### src/rtl/timer_pkg.sv
// Shared types and defaults for the countdown-timer dispatcher slice.
package timer_pkg;

    localparam int unsigned DW_DEF   = 5;
    localparam int unsigned WDOG_DEF = 40;

    typedef logic [DW_DEF-1:0] dur_t;

    typedef enum logic {
        StIdle,
        StWait
    } state_e;

endpackage

### src/rtl/sync_fifo.sv
// Single-clock FIFO with registered occupancy; pushes to full and pops from empty are dropped.
module sync_fifo #(
    parameter int unsigned DEPTH = 4,
    parameter int unsigned WIDTH = 5
) (
    input  logic                     clk,
    input  logic                     rst_n,
    input  logic                     push,
    input  logic [WIDTH-1:0]         wdata,
    input  logic                     pop,
    output logic [WIDTH-1:0]         rdata,
    output logic                     full,
    output logic                     empty,
    output logic [$clog2(DEPTH):0]   level
);

    localparam int unsigned AW = $clog2(DEPTH);
    localparam int unsigned LW = AW + 1;

    logic [WIDTH-1:0] mem [DEPTH];
    logic [AW-1:0]    wr_ptr_q, wr_ptr_d;
    logic [AW-1:0]    rd_ptr_q, rd_ptr_d;
    logic [LW-1:0]    count_q, count_d;
    logic             do_push, do_pop;

    assign full    = (count_q == LW'(DEPTH));
    assign empty   = (count_q == '0);
    assign level   = count_q;
    assign rdata   = mem[rd_ptr_q];
    assign do_push = push && !full;
    assign do_pop  = pop && !empty;

    // Power-of-two depth lets the pointers wrap by plain overflow.
    always_comb begin
        wr_ptr_d = wr_ptr_q;
        rd_ptr_d = rd_ptr_q;
        count_d  = count_q;
        if (do_push) begin
            wr_ptr_d = wr_ptr_q + 1'b1;
        end
        if (do_pop) begin
            rd_ptr_d = rd_ptr_q + 1'b1;
        end
        unique case ({do_push, do_pop})
            2'b10:   count_d = count_q + 1'b1;
            2'b01:   count_d = count_q - 1'b1;
            default: count_d = count_q;
        endcase
    end

    always_ff @(posedge clk or negedge rst_n) begin
        if (!rst_n) begin
            wr_ptr_q <= '0;
            rd_ptr_q <= '0;
            count_q  <= '0;
        end else begin
            wr_ptr_q <= wr_ptr_d;
            rd_ptr_q <= rd_ptr_d;
            count_q  <= count_d;
        end
    end

    always_ff @(posedge clk) begin
        if (do_push) begin
            mem[wr_ptr_q] <= wdata;
        end
    end

endmodule

### src/rtl/timer_dispatcher.sv
// Queues duration requests and issues them one at a time to the countdown timer,
// waiting for each completion pulse, with watchdog recovery if one never arrives.
module timer_dispatcher
    import timer_pkg::*;
#(
    parameter int unsigned DEPTH = 4,
    parameter int unsigned DW    = DW_DEF,
    parameter int unsigned WDOG  = WDOG_DEF
) (
    input  logic                   clk,
    input  logic                   rst_n,
    input  logic                   req_valid,
    input  logic [DW-1:0]          req_dur,
    output logic                   req_ready,
    output logic [DW-1:0]          tmr_in,
    output logic                   tmr_in_valid,
    input  logic                   tmr_done,
    output logic                   busy,
    output logic [$clog2(DEPTH):0] level,
    output logic                   drop_err,
    output logic                   timeout_err
);

    localparam int unsigned WW = $clog2(WDOG) + 1;

    state_e          state_q, state_d;
    logic [WW-1:0]   wdog_q, wdog_d;
    logic [DW-1:0]   tmr_in_q, tmr_in_d;
    logic            valid_q, valid_d;
    logic            drop_q, drop_d;
    logic            tout_q, tout_d;

    logic            fifo_full, fifo_empty, fifo_pop, fifo_push, accept;
    logic [DW-1:0]   fifo_head;

    // Zero durations would be ignored by the timer and stall the queue, so they never enter it.
    assign accept    = req_valid && req_ready;
    assign fifo_push = accept && (req_dur != '0);
    assign drop_d    = accept && (req_dur == '0);

    sync_fifo #(
        .DEPTH (DEPTH),
        .WIDTH (DW)
    ) u_fifo (
        .clk   (clk),
        .rst_n (rst_n),
        .push  (fifo_push),
        .wdata (req_dur),
        .pop   (fifo_pop),
        .rdata (fifo_head),
        .full  (fifo_full),
        .empty (fifo_empty),
        .level (level)
    );

    always_comb begin
        state_d  = state_q;
        wdog_d   = wdog_q;
        tmr_in_d = tmr_in_q;
        valid_d  = 1'b0;
        tout_d   = 1'b0;
        fifo_pop = 1'b0;
        unique case (state_q)
            StIdle: begin
                if (!fifo_empty) begin
                    fifo_pop = 1'b1;
                    tmr_in_d = fifo_head;
                    valid_d  = 1'b1;
                    wdog_d   = '0;
                    state_d  = StWait;
                end
            end
            StWait: begin
                // A completion on the last watchdog cycle still counts as on time.
                if (tmr_done) begin
                    if (!fifo_empty) begin
                        fifo_pop = 1'b1;
                        tmr_in_d = fifo_head;
                        valid_d  = 1'b1;
                        wdog_d   = '0;
                    end else begin
                        state_d = StIdle;
                    end
                end else if (wdog_q == WW'(WDOG - 1)) begin
                    tout_d  = 1'b1;
                    state_d = StIdle;
                end else begin
                    wdog_d = wdog_q + 1'b1;
                end
            end
        endcase
    end

    always_ff @(posedge clk or negedge rst_n) begin
        if (!rst_n) begin
            state_q  <= StIdle;
            wdog_q   <= '0;
            tmr_in_q <= '0;
            valid_q  <= 1'b0;
            drop_q   <= 1'b0;
            tout_q   <= 1'b0;
        end else begin
            state_q  <= state_d;
            wdog_q   <= wdog_d;
            tmr_in_q <= tmr_in_d;
            valid_q  <= valid_d;
            drop_q   <= drop_d;
            tout_q   <= tout_d;
        end
    end

    // Ready comes from registered occupancy only, so a same-cycle pop never opens it early.
    assign req_ready    = !fifo_full;
    assign tmr_in       = tmr_in_q;
    assign tmr_in_valid = valid_q;
    assign busy         = (state_q == StWait);
    assign drop_err     = drop_q;
    assign timeout_err  = tout_q;

endmodule

### config.mk
export PLATFORM = sky130hd
export DESIGN_NAME = timer_dispatcher
export DESIGN_NICKNAME = d
export VERILOG_FILES = /design/src/rtl/timer_pkg.sv /design/src/rtl/sync_fifo.sv /design/src/rtl/timer_dispatcher.sv
export SDC_FILE = /design/constraint.sdc
export NUM_CORES = 1
export LEC_CHECK = 0
export ABC_AREA = 0
export BUFFER_PORTS_ARGS = -buffer_cell sky130_fd_sc_hd__clkbuf_2
export CORE_MARGIN = 3
export CORE_UTILIZATION = 45
export DETAILED_ROUTE_END_ITERATION = 12
export GPL_TIMING_DRIVEN = 0
export PLACE_DENSITY = 0.64
export SLEW_MARGIN = 20
export SYNTH_ARGS = -nofsm -noshare
export SYNTH_HDL_FRONTEND = slang
export SYNTH_HIERARCHICAL = 1
export SYNTH_SLANG_ARGS = --single-unit
### constraint.sdc
create_clock -name clk -period 2 [get_ports clk]
set_clock_uncertainty 0.15 [all_clocks]
set_input_delay 0.4 -clock clk [delete_from_list [all_inputs] [get_ports clk]]
set_output_delay 0.4 -clock clk [all_outputs]
set_load 0.01 [all_outputs]
==> results of run 1 <==
[worst min-delay path by stage]
stage | start | end | cells after the start
2_1_floorplan | rst_n | busy$_DFF_PN0_ | 0
3_3_place_gp | rst_n | tmr_in_valid$_DFF_PN0_ | 1
3_5_place_dp | rst_n | tmr_in[4]$_DFFE_PN0P_ | 1
4_1_cts | req_dur[3] | u_fifo/mem[2][3]$_DFFE_PP_ | 1
5_1_grt | req_dur[3] | u_fifo/mem[2][3]$_DFFE_PP_ | 1
6_report | req_dur[3] | u_fifo/mem[2][3]$_DFFE_PP_ | 1
[cell usage in the layout (no fill, tap or decap), drive strengths merged]
cell type    synthesis  layout
clkbuf               1      28
dfrtp               23      23
edfxtp              20      20
buf                  3      18
inv                  8       8
nor2                 7       7
mux2                 6       6
nand2                6       6
ha                   6       6
mux4                 5       5
nor3                 5       5
and2                 5       5
o21ai                4       4
xor2                 4       4
xnor2                3       3
a21oi                2       2
a31oi                2       2
a22o                 2       2
mux2i                2       2
nor2b                2       2
nand3                2       2
clkinv               0       2
or4                  1       1
nor4                 1       1
nand2b               1       1
or3                  1       1
nand4                1       1
a311oi               1       1
o2bb2ai              1       1
dlygate4sd3          0       1
o31a                 1       1
nor3b                1       1
fa                   1       1
[power groups by stage]
stage,Clock [mW],Sequential (mW),Combinational (mW)
after floorplan,0,1.37,0.737
after global placement,0,1.34,1.03
after detailed placement,0,1.35,1.07
after CTS,0.549,1.31,1.27
after global routing,0.606,1.34,1.51
final,0.536,1.31,1.36
[worst max-delay path, stage by stage]
cell and delay, ps:
clkbuf_8 110, or4_4 540, nor2_2 90, nor2_1 60, nor2b_4 130, inv_2 60, ha_4 120, inv_2 30
fa_2 330, xor2_1 140, nor2_1 120, xor2_1 140
[flip-flops by register name (all words and copies together) (netlist names)]
register and count:
busy 1, drop_err 1, timeout_err 1, tmr_in 5
tmr_in_valid 1, u_fifo/level 3, u_fifo/mem 20, u_fifo/rd_ptr_q 2
u_fifo/wr_ptr_q 2, wdog_q 7
[layer usage]
metal  track usage [%]  share of wire [%]
met5                 0                  0
met4              4.38               0.94
met3              4.97                3.8
met2              24.5                 51
met1              18.9                 45
[kinds of logic (layout without fill, tap and decap cells)]
| family | count (synthesis) | after routing | share of synthesized area [%] |
|---|---|---|---|
| flops | 43 | 43 | 62.4 |
| simple gates | 33 | 33 | 11.1 |
| compound gates | 13 | 13 | 4.65 |
| mux | 13 | 13 | 10.8 |
| buf+inv | 12 | 57 | 2.72 |
| fa+ha+maj | 7 | 7 | 5.04 |
| xor+xnor | 7 | 7 | 3.25 |
[layout make-up]
type	count	share of cell area, %
timing repair buffer	37	10.7
sequential	43	50.7
inverter	8	1.29
clock buffer	6	3.12
tap	48	2.58
clock inverter	2	0.591
multi-input combinational	73	30.1
buffer	4	0.914
[timing repair]
action                                  4_1_cts  5_1_grt
hold endpoints to repair                     23        0
pin swaps                                     6        5
resized for setup                             9        5
setup buffers                                 9        6
endpoints found under the setup margin        3        2
gates cloned                                  0        0
hold buffers                                  1        0
==> results.json, run 1 <==
{
  "post_layout_nonfiller_instances": 221,
  "reg2reg_to": "u_fifo/level[2]$_DFFE_PN0P_",
  "required_ps": 2060,
  "synth_area_per_cell_um2": 14.7,
  "ys_top_cells_by_count": "23 x dfrtp_1, 20 x edfxtp_1, 8 x inv_1",
  "crit_path_end": "u_fifo/level[2]$_DFFE_PN0P_",
  "dp.cells": 197,
  "r2r_cells": 11,
  "clk_pin_slew_worst_paths_ps": 80,
  "port_buffers": 21,
  "tightestPinTransition_ps": 606,
  "gp_congestion": 0.787,
  "synth_seq_cells": 43,
  "whs_ps": 174,
  "synthArstFlopShare_pct": 53.5,
  "vias": 1128,
  "power.density_mw_per_mm2": 1380,
  "r2r_start": "u_fifo/level[0]$_DFFE_PN0P_",
  "period_share_pct": 111,
  "overflow": 0,
  "drive_above_1_share_pct": 42.8,
  "ys_warn_count": 6,
  "fmax_ghz": 0.452,
  "arrival_ps": 2270,
  "status": "complete, but fails checks",
  "htree_levels": 2,
  "multi_input_area_um2": 701,
  "area_growth_pct": 23.4,
  "grt_pass1_wl_um": 5710,
  "synth_top_cell_area_share_pct": 31.9,
  "nNetsFinal": 188,
  "n_antenna_cell": 0,
  "power_frac_comb_pct": 42.5,
  "clk_latency_ps": 290,
  "slew_headroom_pct": 59.6,
  "first_iter_violations": 71,
  "synth_edf_count": 20,
  "endpoint_kind": "flip-flop",
  "worstSetupStartpoint": "req_dur[4]",
  "die_h_um": 70.7,
  "max-cap-violations": 0,
  "place_hpwl_um": 2230,
  "final-max-slew-violation-count": 0,
  "wl_per_cell_um": 15.0,
  "cts_max_path_buffers": 2,
  "dp_slack_ps": -655,
  "seq_area_frac_synth_pct": 62.4,
  "ir_drop_uv": 799,
  "antenna_found_initial": 0,
  "stdcell_area_mm2": 0.00233,
  "finalWorstPathRequiredPeriod_ps": 2210,
  "switchingPower_mw": 1.06,
  "numCtsBuffers": 5,
  "placed_area_mm2": 0.00206,
  "ios": 22,
  "tns_ps": -367,
  "cp_max_fo": 2,
  "synthFlopType": "dfrtp_1",
  "grt_pass1_vias": 1171,
  "startpoint_type": "input port",
  "syn_area_mm2": 0.00189,
  "seqPwrFrac_pct": 40.8,
  "intPower_mw": 2.15,
  "synth_most_common_cell": "dfrtp_1",
  "reg2reg_slack_ps": -160,
  "fp-row-count": 22,
  "design.die.area_mm2": 0.00500,
  "antenna_left": 0,
  "die_w_um": 70.7,
  "violations": "setup timing",
  "rsz0062_at_grt": "yes",
  "fillerInstances": 317,
  "timing.final.ws_setup_ps": -210,
  "first_pass_iters": 4,
  "yosysTopAreaCell": "edfxtp_1",
  "root_buffer": "clkbuf_8",
  "min_path_type": "in2reg",
  "start_util_pct": 48.9,
  "hold_viol_final": 0,
  "clock_sink_count": 43,
  "avgViaCountPerCell": 5.10,
  "path_class": "in2reg",
  "routed_wl_um": 3310,
  "fin_util_pct": 60.4,
  "cts_tree": "built",
  "syn_nets": 144,
  "power_frac_clock_pct": 16.7,
  "fp.coreArea_mm2": 0.00385,
  "total_power_mw": 3.21,
  "setup-violations-final": 2,
  "regArea_mm2": 0.00118,
  "ys_types": 37,
  "p_leak_nw": 0.990,
  "grt_max_degree": 24,
  "switching_share_pct": 33.1,
  "drc": 0,
  "synth.area.top_cells": "edfxtp_1 32%, dfrtp_1 31%, mux4_2 6.0%",
  "syn_inst": 128,
  "grt_usage_pct": 14.9
}
(Power assumes the default switching activity.)
==> inputs of run 2 (changes only) <==
--- a/config.mk
+++ b/config.mk
@@ -12,6 +12,7 @@
 export DETAILED_ROUTE_END_ITERATION = 12
 export GPL_TIMING_DRIVEN = 0
 export PLACE_DENSITY = 0.64
+export RECOVER_POWER = 25
 export SLEW_MARGIN = 20
 export SYNTH_ARGS = -nofsm -noshare
 export SYNTH_HDL_FRONTEND = slang
==> results.json, run 2 (synthesis gave the netlist of run 1 again) <==
{
  "first_iter_violations": 71,
  "port_buffers": 21,
  "p_leak_nw": 0.985,
  "largest_register_ffs": 20,
  "drc": 0,
  "die_w_um": 70.7,
  "whs_ps": 174,
  "setup-violations-final": 2,
  "required_ps": 2060,
  "vias": 1128,
  "clk_latency_ps": 290,
  "reg2reg_to": "u_fifo/level[2]$_DFFE_PN0P_",
  "tns_ps": -367,
  "fmax_ghz": 0.453,
  "min_from": "req_dur[3]",
  "antenna_found_initial": 0,
  "dp.cells": 197,
  "grt_pass1_wl_um": 5710,
  "grt_usage_pct": 14.9,
  "final-max-slew-violation-count": 0,
  "finalWorstPathRequiredPeriod_ps": 2210,
  "path_cells": "clkbuf_8 > or4_4 > nor2_2 > nor2_1 > nor2b_4 > inv_2 > ha_4 > inv_2 > fa_2 > xor2_1 > nor2_1 > xor2_1",
  "layout_common_cells": "20 x dfrtp_1, 20 x edfxtp_1, 17 x clkbuf_2",
  "crit_cells": 12,
  "period_share_pct": 110,
  "status": "complete, but fails checks",
  "nNetsFinal": 188,
  "crit_buf_inv": 3,
  "slew_headroom_pct": 59.6,
  "cp_max_fo": 2,
  "min_path_type": "in2reg",
  "path_class": "in2reg",
  "crit_path_top_delay_cell": "or4_4",
  "fp-row-count": 22,
  "cts_tree": "built",
  "hold_viol_final": 0,
  "crit_path_end": "u_fifo/level[2]$_DFFE_PN0P_",
  "post_layout_nonfiller_instances": 221,
  "grt_pass1_vias": 1171,
  "wl_per_cell_um": 15.0,
  "fillerInstances": 319,
  "power.density_mw_per_mm2": 1380,
  "clock_sink_count": 43,
  "cts_max_path_buffers": 2,
  "startpoint_type": "input port",
  "routed_wl_um": 3310,
  "slowest_delay_ps": 540,
  "gp_congestion": 0.787,
  "max-cap-violations": 0,
  "reg2reg_slack_ps": -160,
  "top_register": "u_fifo/mem",
  "tightestPinTransition_ps": 606,
  "first_pass_iters": 4,
  "endpoint_kind": "flip-flop",
  "n_antenna_cell": 0,
  "worstSetupStartpoint": "req_dur[4]",
  "root_buffer": "clkbuf_8",
  "avgViaCountPerCell": 5.10,
  "numCtsBuffers": 5,
  "r2r_start": "u_fifo/level[0]$_DFFE_PN0P_",
  "start_util_pct": 48.9,
  "place_hpwl_um": 2230,
  "timing.final.ws_setup_ps": -210,
  "ios": 22,
  "antenna_left": 0,
  "area_growth_pct": 23.3,
  "ir_drop_uv": 799,
  "fp.coreArea_mm2": 0.00385,
  "die_h_um": 70.7,
  "rsz0062_at_grt": "yes",
  "grt_max_degree": 24,
  "design.die.area_mm2": 0.00500,
  "drive_above_1_share_pct": 41.6,
  "clk_pin_slew_worst_paths_ps": 80,
  "crit_family": "simple AND/OR/NAND/NOR gates",
  "htree_levels": 2,
  "r2r_cells": 11,
  "overflow": 0,
  "violations": "setup timing",
  "arrival_ps": 2270
}
## run 2: cell count changes in the layout (fill, tap and decap cells not counted)
cell      change
clkbuf_2      -2
clkbuf_1      +2
## run 2: cell type report
cell class                      instances  area (um^2)  share of cell area, %
Buffer                                  4         21.3                  0.915
Clock buffer                            6         72.6                   3.12
Clock inverter                          2         13.8                  0.592
Inverter                                8         30.0                   1.29
Multi-Input combinational cell         73          701                   30.1
Sequential cell                        43         1180                   50.8
Tap cell                               48         60.1                   2.58
Timing Repair Buffer                   37          246                   10.6
## run 2: layer usage
layer  wire (um)  track usage (%)  part of all wire [%]
met1        1480             18.9                    45
met2        1680             24.5                    51
met3         127             4.97                   3.8
met4          31             4.38                  0.94
met5           0                0                     0
## run 2: what timing repair did
| item | CTS | global route |
|---|---|---|
| endpoints found under the setup margin | 3 | 2 |
| resized for setup | 9 | 5 |
| pin swaps | 6 | 5 |
| endpoints found under the hold margin | 23 | 0 |
| setup buffers | 9 | 6 |
| hold buffers | 1 | 0 |
## run 2: per-stage QoR
stage	setup slack (ps)	cell area [um^2]	utilization [%]	power [mW]
floorplan	-412	1890	-	2.11
detailed placement	-655	2060	53.4	2.42
finish	-210	2320	60.3	3.21
global route	-292	2320	60.3	3.46
CTS	-206	2270	58.8	3.13
global placement	-622	2060	53.4	2.37
## run 2: how the worst min path moves through the flow
stage                                  to  slack [ps]  cells past startpoint
2_1_floorplan              busy$_DFF_PN0_         -50                      0
3_3_place_gp       tmr_in_valid$_DFF_PN0_         260                      1
3_5_place_dp        tmr_in[4]$_DFFE_PN0P_         280                      1
4_1_cts        u_fifo/mem[2][3]$_DFFE_PP_         170                      1
5_1_grt        u_fifo/mem[2][3]$_DFFE_PP_         160                      1
6_report       u_fifo/mem[2][3]$_DFFE_PP_         170                      1
## run 2: power breakdown
part           leakage [nW]  switching, mW  internal (mW)
sequential            0.464          0.121           1.19
clock                0.0452          0.289          0.246
combinational         0.475          0.651          0.712
